## config.mk

```make
export PLATFORM = sky130hd
export DESIGN_NAME = wb_stage
export DESIGN_NICKNAME = d
export VERILOG_FILES = /design/src/rtl/wb_stage_pkg.sv /design/src/rtl/wb_stage_load_align.sv /design/src/rtl/wb_stage.sv
export SDC_FILE = /design/constraint.sdc
export NUM_CORES = 1
export LEC_CHECK = 0
export ABC_AREA = 0
export CELL_PAD_IN_SITES_DETAIL_PLACEMENT = 1
export CELL_PAD_IN_SITES_GLOBAL_PLACEMENT = 1
export CORE_ASPECT_RATIO = 1.2
export CORE_MARGIN = 4
export CORE_UTILIZATION = 39
export DETAILED_ROUTE_END_ITERATION = 7
export GPL_TIMING_DRIVEN = 0
export PLACE_DENSITY_LB_ADDON = 0.12
export SLEW_MARGIN = 20
export SYNTH_ARGS = -nofsm -noshare
export SYNTH_HDL_FRONTEND = slang
export SYNTH_HIERARCHICAL = 1
export SYNTH_SLANG_ARGS = --single-unit
export TNS_END_PERCENT = 1
```

## constraint.sdc

```tcl
create_clock -name clk -period 2.66 [get_ports clk]
set_input_delay 0.399 -clock clk [delete_from_list [all_inputs] [get_ports clk]]
set_output_delay 0.399 -clock clk [all_outputs]
set_load 0.01 [all_outputs]
```

## src/rtl/wb_stage_pkg.sv

```systemverilog
// Shared constants and types for the writeback stage.
package wb_stage_pkg;

  localparam int XLEN_DEF = 64;
  localparam int ILEN_DEF = 32;

  // Load funct3 encodings (instr[14:12]).
  localparam logic [2:0] F3_LB  = 3'd0;
  localparam logic [2:0] F3_LH  = 3'd1;
  localparam logic [2:0] F3_LW  = 3'd2;
  localparam logic [2:0] F3_LD  = 3'd3;
  localparam logic [2:0] F3_LBU = 3'd4;
  localparam logic [2:0] F3_LHU = 3'd5;
  localparam logic [2:0] F3_LWU = 3'd6;

  typedef enum logic {
    WB_EMPTY = 1'b0,
    WB_HELD  = 1'b1
  } wb_state_e;

endpackage

```

## src/rtl/wb_stage_load_align.sv

```systemverilog
// Load data formatter: selects the byte/half/word at the byte offset
// inside an aligned doubleword and sign- or zero-extends it.
module wb_stage_load_align
  import wb_stage_pkg::*;
#(
  parameter int XLEN = XLEN_DEF
) (
  input  logic [2:0]      i_funct3,
  input  logic [2:0]      i_off,
  input  logic [XLEN-1:0] i_raw,
  output logic [XLEN-1:0] o_data
);

  logic [XLEN-1:0] w_shift;

  // Misaligned half/word offsets simply take the low bits of the shifted value.
  assign w_shift = i_raw >> {i_off, 3'b000};

  // Extend the selected field according to funct3.
  always_comb begin
    o_data = w_shift;
    case (i_funct3)
      F3_LB:   o_data = {{(XLEN-8){w_shift[7]}},   w_shift[7:0]};
      F3_LH:   o_data = {{(XLEN-16){w_shift[15]}}, w_shift[15:0]};
      F3_LW:   o_data = {{(XLEN-32){w_shift[31]}}, w_shift[31:0]};
      F3_LD:   o_data = i_raw;
      F3_LBU:  o_data = {{(XLEN-8){1'b0}},  w_shift[7:0]};
      F3_LHU:  o_data = {{(XLEN-16){1'b0}}, w_shift[15:0]};
      F3_LWU:  o_data = {{(XLEN-32){1'b0}}, w_shift[31:0]};
      default: o_data = w_shift;
    endcase
  end

endmodule

```

## src/rtl/wb_stage.sv

```systemverilog
// Writeback stage: merges MEM-stage retirements and div/mul results onto the
// single regfile write port and emits the in-order commit stream.
//
// state    | meaning
// WB_EMPTY | skid empty; both MEM and div ports may be accepted
// WB_HELD  | skid holds a MEM entry displaced by an older div result;
//          | both inputs blocked while it drains
module wb_stage
  import wb_stage_pkg::*;
#(
  parameter int XLEN = XLEN_DEF,
  parameter int ILEN = ILEN_DEF
) (
  input  logic            clk,
  input  logic            rst_n,
  input  logic            valid_mem_i,
  input  logic [XLEN-1:0] pc_mem_i,
  input  logic [ILEN-1:0] instr_mem_i,
  input  logic [4:0]      rdid_mem_i,
  input  logic            wben_mem_i,
  input  logic            is_load_mem_i,
  input  logic [XLEN-1:0] alu_res_mem_i,
  input  logic [XLEN-1:0] ldata_mem_i,
  output logic            stalln_mem_o,
  input  logic            div_valid_i,
  output logic            div_ready_o,
  input  logic [4:0]      div_rdid_i,
  input  logic [XLEN-1:0] div_data_i,
  input  logic [XLEN-1:0] div_pc_i,
  input  logic [ILEN-1:0] div_instr_i,
  output logic            wb_wren_o,
  output logic [4:0]      wb_rdid_o,
  output logic [XLEN-1:0] wb_data_o,
  output logic            commit_o,
  output logic [XLEN-1:0] pc_wb_o,
  output logic [ILEN-1:0] instr_wb_o
);

  logic [XLEN-1:0] w_ldata_fmt;
  logic [XLEN-1:0] w_mem_data;
  logic            w_mem_acc;
  logic            w_div_acc;

  wb_state_e       r_state;
  logic            r_skid_vld;
  logic [4:0]      r_skid_rdid;
  logic            r_skid_wben;
  logic [XLEN-1:0] r_skid_data;
  logic [XLEN-1:0] r_skid_pc;
  logic [ILEN-1:0] r_skid_instr;

  wb_stage_load_align #(.XLEN(XLEN)) u_load_align (
    .i_funct3 (instr_mem_i[14:12]),
    .i_off    (alu_res_mem_i[2:0]),
    .i_raw    (ldata_mem_i),
    .o_data   (w_ldata_fmt)
  );

  assign w_mem_data = is_load_mem_i ? w_ldata_fmt : alu_res_mem_i;
  assign w_mem_acc  = valid_mem_i & stalln_mem_o;
  assign w_div_acc  = div_valid_i & div_ready_o;

  // Arbitration FSM with registered outputs; div wins a collision because it is older.
  always_ff @(posedge clk or negedge rst_n) begin
    if (!rst_n) begin
      r_state      <= WB_EMPTY;
      r_skid_vld   <= 1'b0;
      r_skid_rdid  <= '0;
      r_skid_wben  <= 1'b0;
      r_skid_data  <= '0;
      r_skid_pc    <= '0;
      r_skid_instr <= '0;
      stalln_mem_o <= 1'b1;
      div_ready_o  <= 1'b1;
      wb_wren_o    <= 1'b0;
      wb_rdid_o    <= '0;
      wb_data_o    <= '0;
      commit_o     <= 1'b0;
      pc_wb_o      <= '0;
      instr_wb_o   <= '0;
    end else begin
      case (r_state)
        WB_EMPTY: begin
          if (w_div_acc) begin
            wb_wren_o  <= (div_rdid_i != 5'd0);
            wb_rdid_o  <= div_rdid_i;
            wb_data_o  <= div_data_i;
            commit_o   <= 1'b1;
            pc_wb_o    <= div_pc_i;
            instr_wb_o <= div_instr_i;
            if (w_mem_acc) begin
              r_skid_vld   <= 1'b1;
              r_skid_rdid  <= rdid_mem_i;
              r_skid_wben  <= wben_mem_i;
              r_skid_data  <= w_mem_data;
              r_skid_pc    <= pc_mem_i;
              r_skid_instr <= instr_mem_i;
              stalln_mem_o <= 1'b0;
              div_ready_o  <= 1'b0;
              r_state      <= WB_HELD;
            end
          end else if (w_mem_acc) begin
            wb_wren_o  <= wben_mem_i & (rdid_mem_i != 5'd0);
            wb_rdid_o  <= rdid_mem_i;
            wb_data_o  <= w_mem_data;
            commit_o   <= 1'b1;
            pc_wb_o    <= pc_mem_i;
            instr_wb_o <= instr_mem_i;
          end else begin
            wb_wren_o <= 1'b0;
            commit_o  <= 1'b0;
          end
        end
        WB_HELD: begin
          wb_wren_o    <= r_skid_vld & r_skid_wben & (r_skid_rdid != 5'd0);
          wb_rdid_o    <= r_skid_rdid;
          wb_data_o    <= r_skid_data;
          commit_o     <= r_skid_vld;
          pc_wb_o      <= r_skid_pc;
          instr_wb_o   <= r_skid_instr;
          r_skid_vld   <= 1'b0;
          stalln_mem_o <= 1'b1;
          div_ready_o  <= 1'b1;
          r_state      <= WB_EMPTY;
        end
        default: begin
          r_state      <= WB_EMPTY;
          stalln_mem_o <= 1'b1;
          div_ready_o  <= 1'b1;
        end
      endcase
    end
  end

endmodule
```

==> results of run 1 <==
==> where the power goes <==
group,internal (mW),switching (mW)
combinational,5.74,5.89
clock,3.05,2.28
sequential,7.75,1.55
==> metrics by stage <==
stage | total power, mW | hold WS, ns | area, sq um | setup slack (ns) | util (%)
floorplan | 14.8 | 0.103 | 19500 | 0.414 | -
global placement | 20.4 | 0.454 | 25900 | -14.01 | 52.6
detailed placement | 20.9 | 0.448 | 26000 | -0.914 | 52.8
CTS | 26.3 | 0.442 | 27400 | -0.0383 | 55.5
global route | 27.7 | 0.453 | 27600 | -0.0835 | 56.0
finish | 26.2 | 0.428 | 27600 | -0.0159 | 56.0
==> metal layers <==
layer	vias to the layer above	global-route usage, %	part of all wire, %
met4	16	16.5	5.2
met2	744	56.5	50
li1	8497	-	-
met5	-	0	0.13
met3	223	8.23	7.1
met1	9803	38.3	38
==> worst reg2reg max path, cell delays in order (launching register included) <==
cell,delay [ns]
dfstp_2,0.59
buf_4,0.21
clkbuf_1,0.53
clkbuf_1,0.51
nand3b_1,0.23
o211ai_1,0.16
a21oi_1,0.10
==> layout make-up <==
class	count	area, sq um
timing repair buffer	573	5790
antenna	29	72.6
clock inverter	11	103
sequential	336	8410
fill	5449	21700
buffer	193	1060
clock buffer	58	1130
multi-input combinational	1442	10300
inverter	5	18.8
tap	637	797
==> flip-flops by register name, indices dropped and copies added, names as in the netlist <==
signal,flops
r_skid_rdid,5
wb_wren_o,1
r_skid_pc,64
r_skid_vld,1
r_state,1
r_skid_wben,1
div_ready_o,1
pc_wb_o,64
instr_wb_o,32
commit_o,1
r_skid_data,64
wb_rdid_o,5
r_skid_instr,32
wb_data_o,64
==> cells in the final DEF, fill, tap and decap left out, drive strengths merged, types with 8 or more instances in the layout <==
| cell | synthesis | routed |
|---|---|---|
| clkdlybuf4s50 | 0 | 564 |
| dfrtp | 335 | 335 |
| mux2 | 185 | 185 |
| nand2 | 176 | 176 |
| a21oi | 174 | 174 |
| nor2b | 171 | 171 |
| clkbuf | 87 | 145 |
| nor2 | 136 | 136 |
| buf | 106 | 112 |
| a211oi | 111 | 111 |
| o31ai | 108 | 108 |
| mux2i | 79 | 79 |
| o21ai | 45 | 45 |
| o211ai | 41 | 41 |
| nand3b | 36 | 36 |
| and3b | 31 | 31 |
| a211o | 31 | 31 |
| diode | 0 | 29 |
| a31oi | 23 | 23 |
| a221o | 16 | 16 |
| o221ai | 15 | 15 |
| o22a | 14 | 14 |
| inv | 5 | 8 |
==> synthesized netlist by cell type, drive strengths merged, types with 6 or more instances <==
master | instances | share of area, %
dfrtp | 335 | 43
a221o | 16 | 0.82
a211oi | 111 | 4.3
clkbuf | 87 | 1.7
a21oi | 174 | 4.6
buf | 106 | 3.4
a31oi | 23 | 0.77
nor2 | 136 | 2.6
nor2b | 171 | 5.5
nand2 | 176 | 3.4
o21ai | 45 | 1.2
and3b | 31 | 1.4
nand3b | 36 | 1.4
o211ai | 41 | 1.6
o221ai | 15 | 0.67
mux2 | 185 | 11
a211o | 31 | 1.4
o31ai | 108 | 4.2
nand2b | 6 | 0.19
o22a | 14 | 0.63
mux2i | 79 | 4.1
==> cell families (layout without fill, tap and decap cells) <==
logic type	count (synthesis)	after routing	share of synthesized area, %
other	0	29	0
buffers and inverters	198	840	5.18
multiplexers	267	267	15.2
flip-flops	336	336	43.2
AND/OR/NAND/NOR	581	581	15.5
AO/OA/AOI/OAI	594	594	21.0
==> path summary, 6_finish.rpt <==
check	to	cells past startpoint	slack (ns)	start
setup / recovery	r_skid_data[27]	10	-0.02	alu_res_mem_i[1]
hold / removal	r_skid_pc[7]	2	0.43	rst_n
setup reg to reg	wb_data_o[31]	6	0.20	div_ready_o
hold reg to reg	instr_wb_o[2]	2	0.48	r_skid_instr[2]
max in group asynchronous	r_skid_data[3]	3	1.22	rst_n
min in group clk	r_skid_pc[53]	2	0.47	pc_mem_i[53]
==> timing repair <==
action                                 4_1_cts  5_1_grt
endpoints found under the hold margin       76        0
gates cloned                                 0        0
setup endpoints to repair                   79       74
setup buffers                                0        2
hold buffers                                 1        0
resized for setup                           30       39
pin swaps                                    0        3
==> results.ini, run 1 <==
[status]
status=finished, violations left
violations=negative setup slack

[placed_design]
dpl.cell_count=3183
dp_hpwl_um=71800
place.gp.congestion=0.948
portBuffers=567

[cells_and_area]
stdcell_count=3284
drive_above_1_share_pct=14.8
areaGrowthSynthToFinish_pct=41.9
final_nets=2990

[die]
dieWidth_um=212
num_rows=89
start_util_pct=39.5
die_h_um=253
io_pins=569
core-area_sq_mm=0.0493
dieArea_sq_mm=0.0536

[clock_network]
tritoncts=done
cts-root-buf=clkbuf_16
htreeDepth=2
cts_buffers=39
clk_pin_slew_worst_paths_ns=0.06
worstSkewPairLatency_ns=0.56
clock-sinks=336
cts_max_path_buffers=3

[logic_synthesis]
syn-mean-instance-area_sq_um=9.86
yosys_warnings=6
synth_ff_type=dfrtp_1
yosysUniqueCellTypes=63
ys_seq_area_share_pct=43.2
async_flop_share_pct=100
netlist_area_sq_mm=0.0195
synth_edf_count=0
ys_seq_elements=336
syn_inst=1976
syn_nets=2376

[worst_hold_path]
min_path_type=in -> async

[routing]
vias=19300
avgViaCountPerCell=5.87
routedWlPerCell_um=28.0
routed_wl_um=92000
dr.first_iter.drc_count=1153
drc=0
final_antenna_net_count=0
drt_first_pass_iters=5

[sta]
fin_setup_tns_ns=-0.0399
finalSetupViolCount=3
fin_crit_sh_pct=101
worst_clock_skew_ns=0.0188
worst_pin_slew_ns=1.01
timing.fmax_ghz=0.374
layout_setup_ws_ns=-0.0159
rsz0062_at_grt=true
post-route-min-period_ns=2.68
finalHoldViolations=0
slew_headroom_pct=32.9
slew_viol_final=0

[critical_path]
cp.required_ns=3.09
cpPeakStageDelay_ns=0.50
critPathBufInv=4
critical-path-top-delay-family=buffers and inverters
critPathLaunchType=input pin
arrival_ns=3.11
endpoint_kind=flop
critPathSlowestCell=clkdlybuf4s50_1
path_max_fanout=10
crit_chain=clkdlybuf4s50_1 > buf_6 > buf_8 > buf_4 > mux2i_1 > a211oi_1 > a31oi_1 > o221ai_1 > mux2_2 > mux2_1
crit_type=in -> reg

[global_routing]
grt_pass1_vias=21000
antenna_found_initial=37
grt_pass1_wl_um=134000
grt.total_usage_pct=33.0
overflow=0
grt_max_degree=96

[power]
irDropWorstVdd_v=0.000556
cellPowerDensity_mw_per_mm2=950
p_leak_nw=11.0

[run]
maxCapViolCount=0

No activity file was read; power rests on OpenSTA's default activity.
==> inputs of run 2 (changes only) <==
==> constraint.sdc (replaced) <==
create_clock -name clk -period 3.4 [get_ports clk]
set_input_delay 0.51 -clock clk [delete_from_list [all_inputs] [get_ports clk]]
set_output_delay 0.51 -clock clk [all_outputs]
set_load 0.01 [all_outputs]
==> run 2 against run 1 <==
Compared with the run above:
- the flow now finishes without violations
- sequential power is 22% lower
- critical path depth unchanged
- clock-buffer cell count unchanged
- sequential share of layout area up 0.32 points
- clock skew increased by 0.0014 ns
- critical path type unchanged
- largest cell class unchanged
==> results.ini, run 2 (same netlist as run 1, synthesis figures left out) <==
[sta]
fin_crit_sh_pct=94.2
slew_viol_final=0  ; unchanged
worst_clock_skew_ns=0.0202  ; was 0.0188 ns
slew_headroom_pct=33.6  ; was 32.9%
post-route-min-period_ns=3.20
finalSetupViolCount=0  ; was 3
worst_pin_slew_ns=0.997  ; was 1.01 ns
finalHoldViolations=0  ; unchanged
rsz0062_at_grt=false  ; was true
timing.fmax_ghz=0.312

[clock_network]
cts_setup_buffers=0  ; unchanged
htreeDepth=2  ; unchanged
cts_max_path_buffers=3  ; unchanged
clk_pin_slew_worst_paths_ns=0.06  ; about the same
worstSkewPairLatency_ns=0.55  ; was 0.56 ns
cts_buffers=39  ; unchanged
cts_resized=0  ; was 30
tritoncts=done  ; unchanged
hold_buffers=1  ; unchanged
clock-sinks=336  ; unchanged
cts-root-buf=clkbuf_16  ; unchanged

[routing]
drc=0  ; unchanged
drt_first_pass_iters=6  ; was 5
final_antenna_net_count=0  ; unchanged
avgViaCountPerCell=5.86  ; was 5.87
dr.first_iter.drc_count=1205  ; was 1153
routedWlPerCell_um=28.0  ; about the same
vias=19200  ; was 19.3k
routed_wl_um=91800  ; was 92000 um

[power]
p_leak_nw=10.9  ; was 11.0 nW
cellPowerDensity_mw_per_mm2=749  ; was 950 mW/mm^2
total_power_mw=20.5  ; was 26.2 mW
irDropWorstVdd_v=0.000435  ; was 0.000556 V

[die]
dieArea_sq_mm=0.0536  ; unchanged
num_rows=89  ; unchanged
start_util_pct=39.5  ; unchanged
io_pins=569  ; unchanged
core-area_sq_mm=0.0493  ; unchanged
die_h_um=253  ; unchanged
dieWidth_um=212  ; unchanged

[status]
status=completed  ; was finished, violations left

[critical_path]
crit_end=r_skid_data[20]  ; was r_skid_data[27]
regToRegSetupSlack_ns=0.95  ; was 0.20 ns
path_max_fanout=10  ; unchanged
crit_type=in -> reg  ; unchanged
reg2reg_depth=6  ; unchanged
reg2reg_from=div_ready_o  ; unchanged
arrival_ns=3.64  ; was 3.11 ns
endpoint_kind=flop  ; unchanged
cp-startpoint=alu_res_mem_i[0]  ; was alu_res_mem_i[1]
cp.required_ns=3.83  ; was 3.09 ns
reg2reg_to=wb_data_o[31]  ; unchanged
critPathLaunchType=input pin  ; unchanged

[placed_design]
dp_hpwl_um=71800  ; unchanged
place_area_sq_mm=0.0260  ; unchanged
place.gp.congestion=0.948  ; unchanged
portBuffers=567  ; unchanged

[global_routing]
overflow=0  ; unchanged
grt_pass1_vias=21000  ; about the same
grt.total_usage_pct=33.0  ; about the same
grt_pass1_wl_um=134000  ; about the same
antenna_found_initial=37  ; unchanged
grt_max_degree=96  ; unchanged

[run]
maxCapViolCount=0  ; unchanged

[worst_hold_path]
min_path_type=reg -> reg  ; was in -> async
hold_depth=2

[cells_and_area]
fin_area_sq_mm=0.0273  ; was 0.0276 sq mm
final_nets=2988  ; was 2990
areaGrowthSynthToFinish_pct=40.4  ; was 41.9%
layout_commonest_cell=clkdlybuf4s50_1  ; unchanged
layout_common_cells=clkdlybuf4s50_1, dfrtp_1, nand2_1  ; unchanged
drive_above_1_share_pct=13.2  ; was 14.8%
multi_input_area_sq_mm=0.0101  ; was 0.0103 sq mm
seqCellArea_sq_mm=0.00841  ; unchanged
fill_cells=5479  ; was 5449

==> run 2: layout make-up <==
type | count | share of cell area [%]
timing repair buffer | 571 | 21.1
tap | 637 | 2.91
inverter | 5 | 0.0686
multi-input combinational | 1442 | 36.8
clock buffer | 58 | 4.13
clock inverter | 11 | 0.375
sequential | 336 | 30.7
antenna | 29 | 0.265
buffer | 193 | 3.62
==> run 2: through the flow <==
stage	setup TNS [ns]	std cells	hold slack (ns)	setup slack (ns)	utilization (%)
after detailed placement	-11.15	3183	0.464	-0.285	52.8
after CTS	0	3253	0.481	0.302	55.3
after global routing	0	3274	0.500	0.0831	55.4
after floorplan	0	1976	0.214	1.04	-
final	0	3282	0.479	0.197	55.4
after global placement	-4480.52	3180	0.454	-13.38	52.6
==> run 2: worst min path at each step <==
stage | from | end | slack (ns)
after floorplan | rst_n | commit_o | 0.21
after global placement | r_skid_pc[60] | pc_wb_o[60] | 0.45
after detailed placement | r_skid_instr[2] | instr_wb_o[2] | 0.46
after CTS | r_skid_instr[23] | instr_wb_o[23] | 0.48
after global routing | r_skid_pc[45] | pc_wb_o[45] | 0.50
final | r_skid_data[35] | r_skid_data[35] | 0.48
==> run 2: power by group <==
group	leakage, nW	switching [mW]	internal (mW)
Combinational	6.30	4.58	4.46
Clock	0.608	1.78	2.38
Sequential	4.00	1.22	6.06
Total	10.9	7.58	12.9
==> run 2: critical path, stage by stage <==
cell and delay (ns):
clkdlybuf4s50_1 0.56, buf_2 0.22, buf_4 0.24, buf_2 0.32, buf_2 0.35, nand3b_1 0.12
a32oi_1 0.41, o221ai_1 0.27, mux2_2 0.33, mux2_1 0.28
==> run 2: routing by layer <==
metal,vias to the layer above,part of all wire (%),GRT usage [%]
met5,-,0.13,0
met1,9831,38,38.3
met4,16,5.2,16.3
met2,697,50,56.5
met3,215,6.9,8.30
li1,8484,-,-
==> inputs of run 3 (changes only) <==
--- a/config.mk
+++ b/config.mk
@@ -13,6 +13,7 @@
 export CORE_UTILIZATION = 39
 export DETAILED_ROUTE_END_ITERATION = 7
 export GPL_TIMING_DRIVEN = 0
+export HOLD_SLACK_MARGIN = 0.1
 export PLACE_DENSITY_LB_ADDON = 0.12
 export SLEW_MARGIN = 20
 export SYNTH_ARGS = -nofsm -noshare
==> results of run 3 <==
No change in the layout: final DEF, timing and power equal those of run 2.
